File: src/rtl/tx_fifo_feeder_pkg.sv
`default_nettype none
// ---------------------------------------------------------------------------
// tx_fifo_feeder_pkg : shared FSM encoding and size defaults for the feeder
// Revision: 1.0
// ---------------------------------------------------------------------------
package tx_fifo_feeder_pkg;

   localparam int DEPTH_DEFAULT  = 16;
   localparam int DATA_W_DEFAULT = 8;

   typedef enum logic [1:0] {
      ST_IDLE      = 2'd0,
      ST_START     = 2'd1,
      ST_WAIT_DONE = 2'd2,
      ST_ACK       = 2'd3
   } feeder_state_t;

   function automatic int cnt_width(input int depth);
      return $clog2(depth) + 1;
   endfunction

endpackage
`default_nettype wire

File: src/rtl/tx_fifo_feeder_if.sv
`default_nettype none
// ---------------------------------------------------------------------------
// tx_fifo_feeder_if : write port, status and transmitter handshake bundle
// Revision: 1.0
// ---------------------------------------------------------------------------
interface tx_fifo_feeder_if
   import tx_fifo_feeder_pkg::*;
#(
   parameter int DEPTH  = DEPTH_DEFAULT,
   parameter int DATA_W = DATA_W_DEFAULT
);
   localparam int CNT_W = cnt_width(DEPTH);

   logic [DATA_W-1:0] wr_data;
   logic              wr_en;
   logic              fifo_full;
   logic              fifo_empty;
   logic [CNT_W-1:0]  fifo_count;
   logic              overflow;
   logic              clr_overflow;
   logic [DATA_W-1:0] tx_data;
   logic              tx_start;
   logic              tx_busy;
   logic              tx_complete_flag;
   logic              tx_complete_del_flag;

   modport slave (
      input  wr_data, wr_en, clr_overflow, tx_busy, tx_complete_flag,
      output fifo_full, fifo_empty, fifo_count, overflow,
             tx_data, tx_start, tx_complete_del_flag
   );

   modport master (
      output wr_data, wr_en, clr_overflow, tx_busy, tx_complete_flag,
      input  fifo_full, fifo_empty, fifo_count, overflow,
             tx_data, tx_start, tx_complete_del_flag
   );

endinterface
`default_nettype wire

File: src/rtl/tx_byte_fifo.sv
`default_nettype none
// ---------------------------------------------------------------------------
// tx_byte_fifo : circular byte FIFO with occupancy counter and sticky overflow
// Revision: 1.0
// ---------------------------------------------------------------------------
module tx_byte_fifo
   import tx_fifo_feeder_pkg::*;
#(
   parameter int DEPTH  = DEPTH_DEFAULT,
   parameter int DATA_W = DATA_W_DEFAULT,
   localparam int PTR_W = $clog2(DEPTH),
   localparam int CNT_W = cnt_width(DEPTH)
) (
   input  logic              tx_clk,
   input  logic              reset,
   input  logic              wr_en,
   input  logic [DATA_W-1:0] wr_data,
   input  logic              rd_en,
   input  logic              clr_overflow,
   output logic [DATA_W-1:0] rd_data,
   output logic [CNT_W-1:0]  count,
   output logic              full,
   output logic              empty,
   output logic              overflow
);

   logic [DATA_W-1:0] r_mem [DEPTH];
   logic [PTR_W-1:0]  r_wr_ptr;
   logic [PTR_W-1:0]  r_rd_ptr;
   logic              w_pop;
   logic              w_push;
   logic              w_drop;
   logic [CNT_W-1:0]  w_count_next;

   // A pop frees a slot in the same cycle, so a write at full is still taken.
   assign w_pop   = rd_en && !empty;
   assign w_push  = wr_en && (!full || w_pop);
   assign w_drop  = wr_en && full && !w_pop;
   assign rd_data = r_mem[r_rd_ptr];

   always_comb begin
      w_count_next = count;
      if (w_push && !w_pop)
         w_count_next = count + CNT_W'(1);
      else if (!w_push && w_pop)
         w_count_next = count - CNT_W'(1);
   end

   always_ff @(posedge tx_clk) begin
      if (w_push)
         r_mem[r_wr_ptr] <= wr_data;
   end

   always_ff @(posedge tx_clk or posedge reset) begin
      if (reset) begin
         r_wr_ptr <= '0;
         r_rd_ptr <= '0;
         count    <= '0;
         full     <= 1'b0;
         empty    <= 1'b1;
         overflow <= 1'b0;
      end else begin
         if (w_push)
            r_wr_ptr <= r_wr_ptr + PTR_W'(1);
         if (w_pop)
            r_rd_ptr <= r_rd_ptr + PTR_W'(1);
         count <= w_count_next;
         full  <= (w_count_next == CNT_W'(DEPTH));
         empty <= (w_count_next == '0);
         if (w_drop)
            overflow <= 1'b1;
         else if (clr_overflow)
            overflow <= 1'b0;
      end
   end

endmodule
`default_nettype wire

File: src/rtl/tx_fifo_feeder.sv
`default_nettype none
// ---------------------------------------------------------------------------
// tx_fifo_feeder : queues bytes and hands them one by one to the Transmitter
// Revision: 1.0
// ---------------------------------------------------------------------------
module tx_fifo_feeder
   import tx_fifo_feeder_pkg::*;
#(
   parameter int DEPTH  = DEPTH_DEFAULT,
   parameter int DATA_W = DATA_W_DEFAULT
) (
   input  logic            tx_clk,
   input  logic            reset,
   tx_fifo_feeder_if.slave bus
);

   feeder_state_t     r_state;
   logic              r_start;
   logic              r_del;
   logic [DATA_W-1:0] r_tx_data;
   logic [DATA_W-1:0] w_head;
   logic              w_pop;

   assign w_pop = (r_state == ST_IDLE) && !bus.fifo_empty &&
                  !bus.tx_busy && !bus.tx_complete_flag;

   tx_byte_fifo #(
      .DEPTH  (DEPTH),
      .DATA_W (DATA_W)
   ) u_fifo (
      .tx_clk       (tx_clk),
      .reset        (reset),
      .wr_en        (bus.wr_en),
      .wr_data      (bus.wr_data),
      .rd_en        (w_pop),
      .clr_overflow (bus.clr_overflow),
      .rd_data      (w_head),
      .count        (bus.fifo_count),
      .full         (bus.fifo_full),
      .empty        (bus.fifo_empty),
      .overflow     (bus.overflow)
   );

   // tx_start lags entry into START by one cycle, giving the fixed write-to-start latency.
   always_ff @(posedge tx_clk or posedge reset) begin
      if (reset) begin
         r_state   <= ST_IDLE;
         r_start   <= 1'b0;
         r_del     <= 1'b0;
         r_tx_data <= '0;
      end else begin
         case (r_state)
            ST_IDLE: begin
               r_start <= 1'b0;
               r_del   <= 1'b0;
               if (w_pop) begin
                  r_tx_data <= w_head;
                  r_state   <= ST_START;
               end
            end
            ST_START: begin
               if (bus.tx_busy) begin
                  r_start <= 1'b0;
                  r_state <= ST_WAIT_DONE;
               end else if (bus.tx_complete_flag) begin
                  r_start <= 1'b0;
                  r_del   <= 1'b1;
                  r_state <= ST_ACK;
               end else begin
                  r_start <= 1'b1;
               end
            end
            ST_WAIT_DONE: begin
               r_start <= 1'b0;
               if (bus.tx_complete_flag) begin
                  r_del   <= 1'b1;
                  r_state <= ST_ACK;
               end
            end
            ST_ACK: begin
               if (!bus.tx_complete_flag) begin
                  r_del   <= 1'b0;
                  r_state <= ST_IDLE;
               end else begin
                  r_del   <= 1'b1;
               end
            end
            default: r_state <= ST_IDLE;
         endcase
      end
   end

   assign bus.tx_start             = r_start;
   assign bus.tx_complete_del_flag = r_del;
   assign bus.tx_data              = r_tx_data;

endmodule
`default_nettype wire
File: src/flat_wrapper.sv
// flat-port wrapper written by rule: the top's interface ports become plain ports
module tx_fifo_feeder_flat import tx_fifo_feeder_pkg::*;
#(
   parameter int DEPTH  = DEPTH_DEFAULT,
   parameter int DATA_W = DATA_W_DEFAULT
)
  (tx_clk, reset, bus_wr_data, bus_wr_en, bus_clr_overflow, bus_tx_busy, bus_tx_complete_flag, bus_fifo_full, bus_fifo_empty, bus_fifo_count, bus_overflow, bus_tx_data, bus_tx_start, bus_tx_complete_del_flag);
  tx_fifo_feeder_if #(.DEPTH(DEPTH), .DATA_W(DATA_W)) bus_i ();
  input  logic tx_clk;
  input  logic reset;
  input wire logic [$bits(bus_i.wr_data)-1:0] bus_wr_data;
  input wire logic [$bits(bus_i.wr_en)-1:0] bus_wr_en;
  input wire logic [$bits(bus_i.clr_overflow)-1:0] bus_clr_overflow;
  input wire logic [$bits(bus_i.tx_busy)-1:0] bus_tx_busy;
  input wire logic [$bits(bus_i.tx_complete_flag)-1:0] bus_tx_complete_flag;
  output wire logic [$bits(bus_i.fifo_full)-1:0] bus_fifo_full;
  output wire logic [$bits(bus_i.fifo_empty)-1:0] bus_fifo_empty;
  output wire logic [$bits(bus_i.fifo_count)-1:0] bus_fifo_count;
  output wire logic [$bits(bus_i.overflow)-1:0] bus_overflow;
  output wire logic [$bits(bus_i.tx_data)-1:0] bus_tx_data;
  output wire logic [$bits(bus_i.tx_start)-1:0] bus_tx_start;
  output wire logic [$bits(bus_i.tx_complete_del_flag)-1:0] bus_tx_complete_del_flag;
  assign bus_i.wr_data = bus_wr_data;
  assign bus_i.wr_en = bus_wr_en;
  assign bus_i.clr_overflow = bus_clr_overflow;
  assign bus_i.tx_busy = bus_tx_busy;
  assign bus_i.tx_complete_flag = bus_tx_complete_flag;
  assign bus_fifo_full = bus_i.fifo_full;
  assign bus_fifo_empty = bus_i.fifo_empty;
  assign bus_fifo_count = bus_i.fifo_count;
  assign bus_overflow = bus_i.overflow;
  assign bus_tx_data = bus_i.tx_data;
  assign bus_tx_start = bus_i.tx_start;
  assign bus_tx_complete_del_flag = bus_i.tx_complete_del_flag;
  tx_fifo_feeder #(.DEPTH(DEPTH), .DATA_W(DATA_W)) u_core (.tx_clk(tx_clk), .reset(reset), .bus(bus_i));
endmodule
File: config.mk
export PLATFORM = sky130hd
export DESIGN_NAME = tx_fifo_feeder_flat
export DESIGN_NICKNAME = d
export VERILOG_FILES = /design/src/rtl/tx_fifo_feeder_pkg.sv /design/src/rtl/tx_fifo_feeder_if.sv /design/src/rtl/tx_byte_fifo.sv /design/src/rtl/tx_fifo_feeder.sv /design/src/flat_wrapper.sv
export SDC_FILE = /design/constraint.sdc
export NUM_CORES = 1
export LEC_CHECK = 0
export BUFFER_PORTS_ARGS = -buffer_cell sky130_fd_sc_hd__buf_2
export CORE_MARGIN = 10
export CORE_UTILIZATION = 55
export DETAILED_ROUTE_END_ITERATION = 10
export PLACE_DENSITY = 0.73
export SKIP_LAST_GASP = 1
export SLEW_MARGIN = 0
export SYNTH_ARGS = -nofsm -noshare
export SYNTH_HDL_FRONTEND = slang
export SYNTH_SLANG_ARGS = --single-unit
File: constraint.sdc
create_clock -name tx_clk -period 7.3 [get_ports tx_clk]
set_input_delay 0.365 -clock tx_clk [delete_from_list [all_inputs] [get_ports tx_clk]]
set_output_delay 0.365 -clock tx_clk [all_outputs]
set_load 0.02 [all_outputs]
### Word-level counts from Yosys, hierarchy flattened

Memories as Yosys holds them, arrays and structs flattened. A register that Yosys moved wholly into a read port is not among the register bits.
Cells that the tools add are included.
W data, S select, Z words.

* logic and storage cells: 62
* output and inout port bits: 18
* input bits: 14
* bits in registers: 20
* bits in writable memories: 128
* memories kept: 1

* equality and inequality tests: 7
* add/subtract/negate cells: 4
* reductions and logical operators: 23
* multiplexer cells: 18

Memories
* u_core.u_fifo.r_mem: words 16, bits a word 8, read ports 1, clocked after memory_dff 1, wr ports 1, RTL line tx_byte_fifo.sv:27 `logic [DATA_W-1:0] r_mem [DEPTH];`

Operators by type and width (count)
* $mux W5: 2
* $logic_and A1 B1 Y1: 9
* $mux W1: 9
* $add A4 B1 Y4 const B: 2
* $mux W2: 4
* $pmux W2 S4: 1
* $logic_not A1 Y1: 6
* $ne A2 B2 Y1 const B: 3
* $add A5 B1 Y5 const B: 1
* $eq A5 B5 Y1 const B: 1
* $logic_not A5 Y1: 1
* $sub A5 B1 Y5 const B: 1
* $eq A2 B2 Y1 const B: 2
* $pmux W1 S4: 1
* $reduce_and A2 Y1: 2
* $reduce_bool A2 Y1: 2
* $eq A2 B1 Y1 const B: 1
* $logic_not A2 Y1: 1
* $pmux W1 S2: 1
* $reduce_or A2 Y1: 1
* $logic_or A1 B1 Y1: 1

### Depth between registers and ports, before layout

* word-level depth: 12
* depth in mapped cells: 8
* gate-level depth less buffers: 6

### Cells and area by module

From an unflattened synthesis, not the netlist that was laid out.

* cells, all modules: 350
* area, all modules: 6456.2 µm²

By module, submodules not included
* tx_byte_fifo: cells each 304, area each 5859.4 µm², times used 1, seq. area each 4245.3 µm²
* tx_fifo_feeder: cells each 46, area each 596.8 µm², times used 1, seq. area each 300.3 µm²

### Worst setup path before layout

No wires, ideal clock.

* kind: reg-to-reg
* start point: reg u_core.r_state[0]
* end point: mem u_core.u_fifo.r_mem[15][0] (netlist name) (enable)
* stages on the path, launching flop included: 8
* setup slack: 4.962 ns
* period minus slack after synthesis: 2.338 ns
* path buffers: 1
* data arrival time: 2.006 ns
* data required time: 6.968 ns
* library setup time: 0.332 ns
* cell sequence: dfrtp_1 inv_1 ha_1 or4b_4 buf_6 a21boi_4 and3_1 and2_1

* word-level cells in the longest chain between the ends: 9

RTL lines
* from (decl): RTL line tx_fifo_feeder.sv:17 `feeder_state_t r_state;`
* from (signal assigned): RTL line tx_fifo_feeder.sv:47 `r_state <= ST_IDLE;`
* from (signal assigned): RTL line tx_fifo_feeder.sv:58 `r_state <= ST_START;`
* from (signal assigned): RTL line tx_fifo_feeder.sv:64 `r_state <= ST_WAIT_DONE;`
* $logic_not A2 Y1: RTL line tx_fifo_feeder.sv:24 `assign w_pop = (r_state == ST_IDLE) && !bus.fifo_empty &&`
* $logic_and A1 B1 Y1 (2 in series): RTL line tx_fifo_feeder.sv:24
* $logic_and A1 B1 Y1: RTL line tx_fifo_feeder.sv:25 `!bus.tx_busy && !bus.tx_complete_flag;`
* $logic_and A1 B1 Y1: RTL line tx_byte_fifo.sv:36 `assign w_pop = rd_en && !empty;`
* $logic_or A1 B1 Y1: RTL line tx_byte_fifo.sv:37 `assign w_push = wr_en && (!full || w_pop);`
* $logic_and A1 B1 Y1: RTL line tx_byte_fifo.sv:37
* $mux W1: RTL line tx_byte_fifo.sv:50 `if (w_push)`
* $mux W1 (implied by the code): RTL line tx_byte_fifo.sv:51 `r_mem[r_wr_ptr] <= wr_data;`
* to (decl): RTL line tx_byte_fifo.sv:27

No other way between the ends.

### Worst setup path in the final report

* start point: reg u_core.r_state[0]
* end point: mem u_core.u_fifo.r_mem[13][6] (netlist name) (enable)

Same word-level chain as after synthesis.

==> flow_metrics.py <==
metrics = {
    "timing": {
        "clock_skew_ns": 0.00684,
        "min_period_over_period": 0.377,
        "maxSlewViolCount": 0,
        "period_minus_slack_ns": 2.76,
        "fmax_ghz": 0.363,
        "grt_setup_unrepaired": "no",
        "setup_viol": 0,
        "final.setup.tns_ns": 0,
        "max_slew_margin": 0.267,
        "hold_viol": 0,
        "tightest_slew_ns": 1.10,
    },
    "die": {
        "die_w_um": 129,
        "core_um2": 11500,
        "pin_count": 32,
        "initial_core_util": 0.567,
        "die_height_um": 129,
        "rows": 39,
        "die-area_um2": 16600,
    },
    "placed_design": {
        "port_buffers": 31,
        "hpwl_um": 8990,
        "globalplace.congestion": 0.888,
        "placedInstanceArea_um2": 6810,
    },
    "clock_network": {
        "cts_tree": "yes",
        "clockBufferDepth": 2,
        "cts_sinks": 156,
        "insertion_delay_ns": 0.42,
        "post-cts-setup-buffer-count": 0,
        "cts_inserted_buffers": 17,
        "cts_hold_buf": 0,
        "cts_resized": 0,
        "htreeDepth": 4,
        "clock-root-buffer": "clkbuf_16",
        "clk_pin_slew_worst_paths_ns": 0.06,
    },
    "logic_synthesis": {
        "synth-seq-cells": 156,
        "yosysWarnings": 0,
        "yosysUniqueCellTypes": 49,
        "synth_edf_count": 128,
        "yosys.area.top_type": "edfxtp_1",
        "avgSynthCellArea_um2": 17.4,
        "ys_seq_area_frac": 0.696,
        "ys_top_cells_by_area": "edfxtp_1 59%, dfrtp_1 10%, mux4_2 9.3%",
        "syn_nets": 401,
        "synth_top_area_frac": 0.588,
        "syn_area_um2": 6530,
        "syn_inst": 375,
        "async_flop_share": 0.179,
        "synth-main-ff-cell": "edfxtp_1",
    },
    "global_routing": {
        "antenna_found_initial": 0,
        "grtUsageTotal": 0.180,
        "grt_pass1_wl_um": 21900,
        "grt_overflow": 0,
        "grt_max_degree": 37,
        "grt_pass1_vias": 3682,
    },
    "route": {
        "viasPerCell": 6.25,
        "drc": 0,
        "drt-pass1-iter-count": 7,
        "drt-total-wl_um": 14100,
        "postRouteAntennaNets": 0,
        "vias": 3543,
        "drt_iter0_drc": 368,
        "drt-wirelength-per-cell_um": 24.8,
    },
    "critical_path": {
        "critical_path_class": "reg -> reg",
        "r2r_end": "u_core.u_fifo.r_mem[13][6]",
        "crit_path_max_fanout": 21,
        "end_kind": "flop",
        "rrSetupSlack_ns": 4.54,
        "cp-start-kind": "flop",
        "ff2ff_path_depth": 6,
        "required_ns": 7.38,
        "r2r-start": "u_core.r_state[0]",
        "cp_data_arrival_time_ns": 2.84,
    },
    "min_path": {
        "min_to": "u_core.u_fifo.overflow",
        "hold_class": "in -> reg",
        "min_path_cells": 2,
        "min_from": "bus_clr_overflow",
    },
    "layout": {
        "syn2layout_area_growth_pct": 14.6,
        "nets": 437,
        "drive_above_1_share": 0.250,
        "mostFrequentLayoutCell": "edfxtp_1",
        "postLayoutCoreUtil": 0.650,
        "fill_cells": 788,
        "layout_common_cells": "128 x edfxtp_1, 31 x buf_2, 27 x mux4_2",
        "final_area_um2": 7490,
        "num_antenna_cells": 0,
    },
    "pwr": {
        "power_leakage_nw": 2.62,
        "power.density_nw_per_um2": 410,
        "peakVddDrop_v": 0.000267,
    },
    "flow_run": {
        "maxCapViolations": 0,
    },
    "run_status": {
        "status": "finished, final reports clean",
    },
}
-- stage by stage --
stage	total power (W)	instances	hold slack [ns]	setup slack [ns]
finish	0.00307	567	0.202	4.54
global route	0.00320	567	0.175	4.37
CTS	0.00307	567	0.187	4.57
detailed placement	0.00207	535	0.481	4.61
global placement	0.00205	535	0.470	4.70
floorplan	0.00182	375	0.430	4.96
-- final cells by class --
type                    instances  area, um^2  share of cell area
clock buffers                  19         433              0.0578
clock inverters                13         244              0.0326
inverters                      11        41.3             0.00552
multi-input cells             190        1860               0.248
flip-flops and latches        156        4550               0.607
well taps                     143         179              0.0239
repair buffers                 35         185              0.0247
-- layer usage --
layer	up-vias	share of wire	wire length, um	global-route usage
met5	-	0	0	0
met4	0	0.016	224	0.0763
met3	19	0.064	897	0.0476
met2	150	0.49	6840	0.274
met1	1830	0.43	6100	0.243
li1	1544	-	-	-
-- registers in the layout, summed over array words and instances (netlist names) --
| signal | count |
|---|---|
| u_core.u_fifo.count | 5 |
| u_core.bus.tx_complete_del_flag | 1 |
| u_core.u_fifo.empty | 1 |
| u_core.r_state | 2 |
| u_core.u_fifo.r_mem | 128 |
| u_core.u_fifo.r_rd_ptr | 4 |
| u_core.bus.tx_data | 8 |
| u_core.bus.tx_start | 1 |
| u_core.u_fifo.r_wr_ptr | 4 |
| u_core.u_fifo.overflow | 1 |
| u_core.u_fifo.full | 1 |
-- critical path, stage by stage (launching register included) --
cell,delay (ns)
dfrtp_1,0.40
inv_1,0.13
ha_1,0.23
or4b_4,0.65
a21boi_4,0.30
and3_1,0.30
and2_1,0.39
-- cells in the mapped netlist, types with 5 or more instances --
cell type and count:
nand3_1 9, mux4_2 27, a22oi_1 8, mux2_2 5
inv_1 11, ha_1 12, buf_2 7, nor2b_1 6
xnor2_1 8, mux2i_1 14, and2_1 18, clkbuf_1 8
o21ai_0 15, dfrtp_1 27, nand2_1 12, edfxtp_1 128
o211ai_1 5
-- worst max-delay path by stage --
stage	start	to
after floorplan	u_core.r_state[0]	u_core.u_fifo.r_mem[15][0]
after global placement	u_core.r_state[0]	u_core.u_fifo.r_mem[14][2]
after detailed placement	u_core.r_state[0]	u_core.u_fifo.r_mem[12][7]
after CTS	u_core.r_state[0]	u_core.u_fifo.r_mem[13][3]
after global routing	u_core.r_state[0]	u_core.u_fifo.r_mem[6][1]
final	u_core.r_state[0]	u_core.u_fifo.r_mem[13][6]
-- kinds of logic after synthesis --
logic type	count (synthesis)	synth area share
xor+xnor	9	0.0132
compound gates	49	0.0509
flops	156	0.696
simple gates	73	0.0695
mux	47	0.127
buf+inv	29	0.0209
fa+ha+maj	12	0.0230
-- report_power, final --
group	switching, W	internal [W]
clock	0.000335	0.000673
sequential	0.000102	0.00111
combinational	0.000489	0.000360
(Power assumes the default switching activity.)
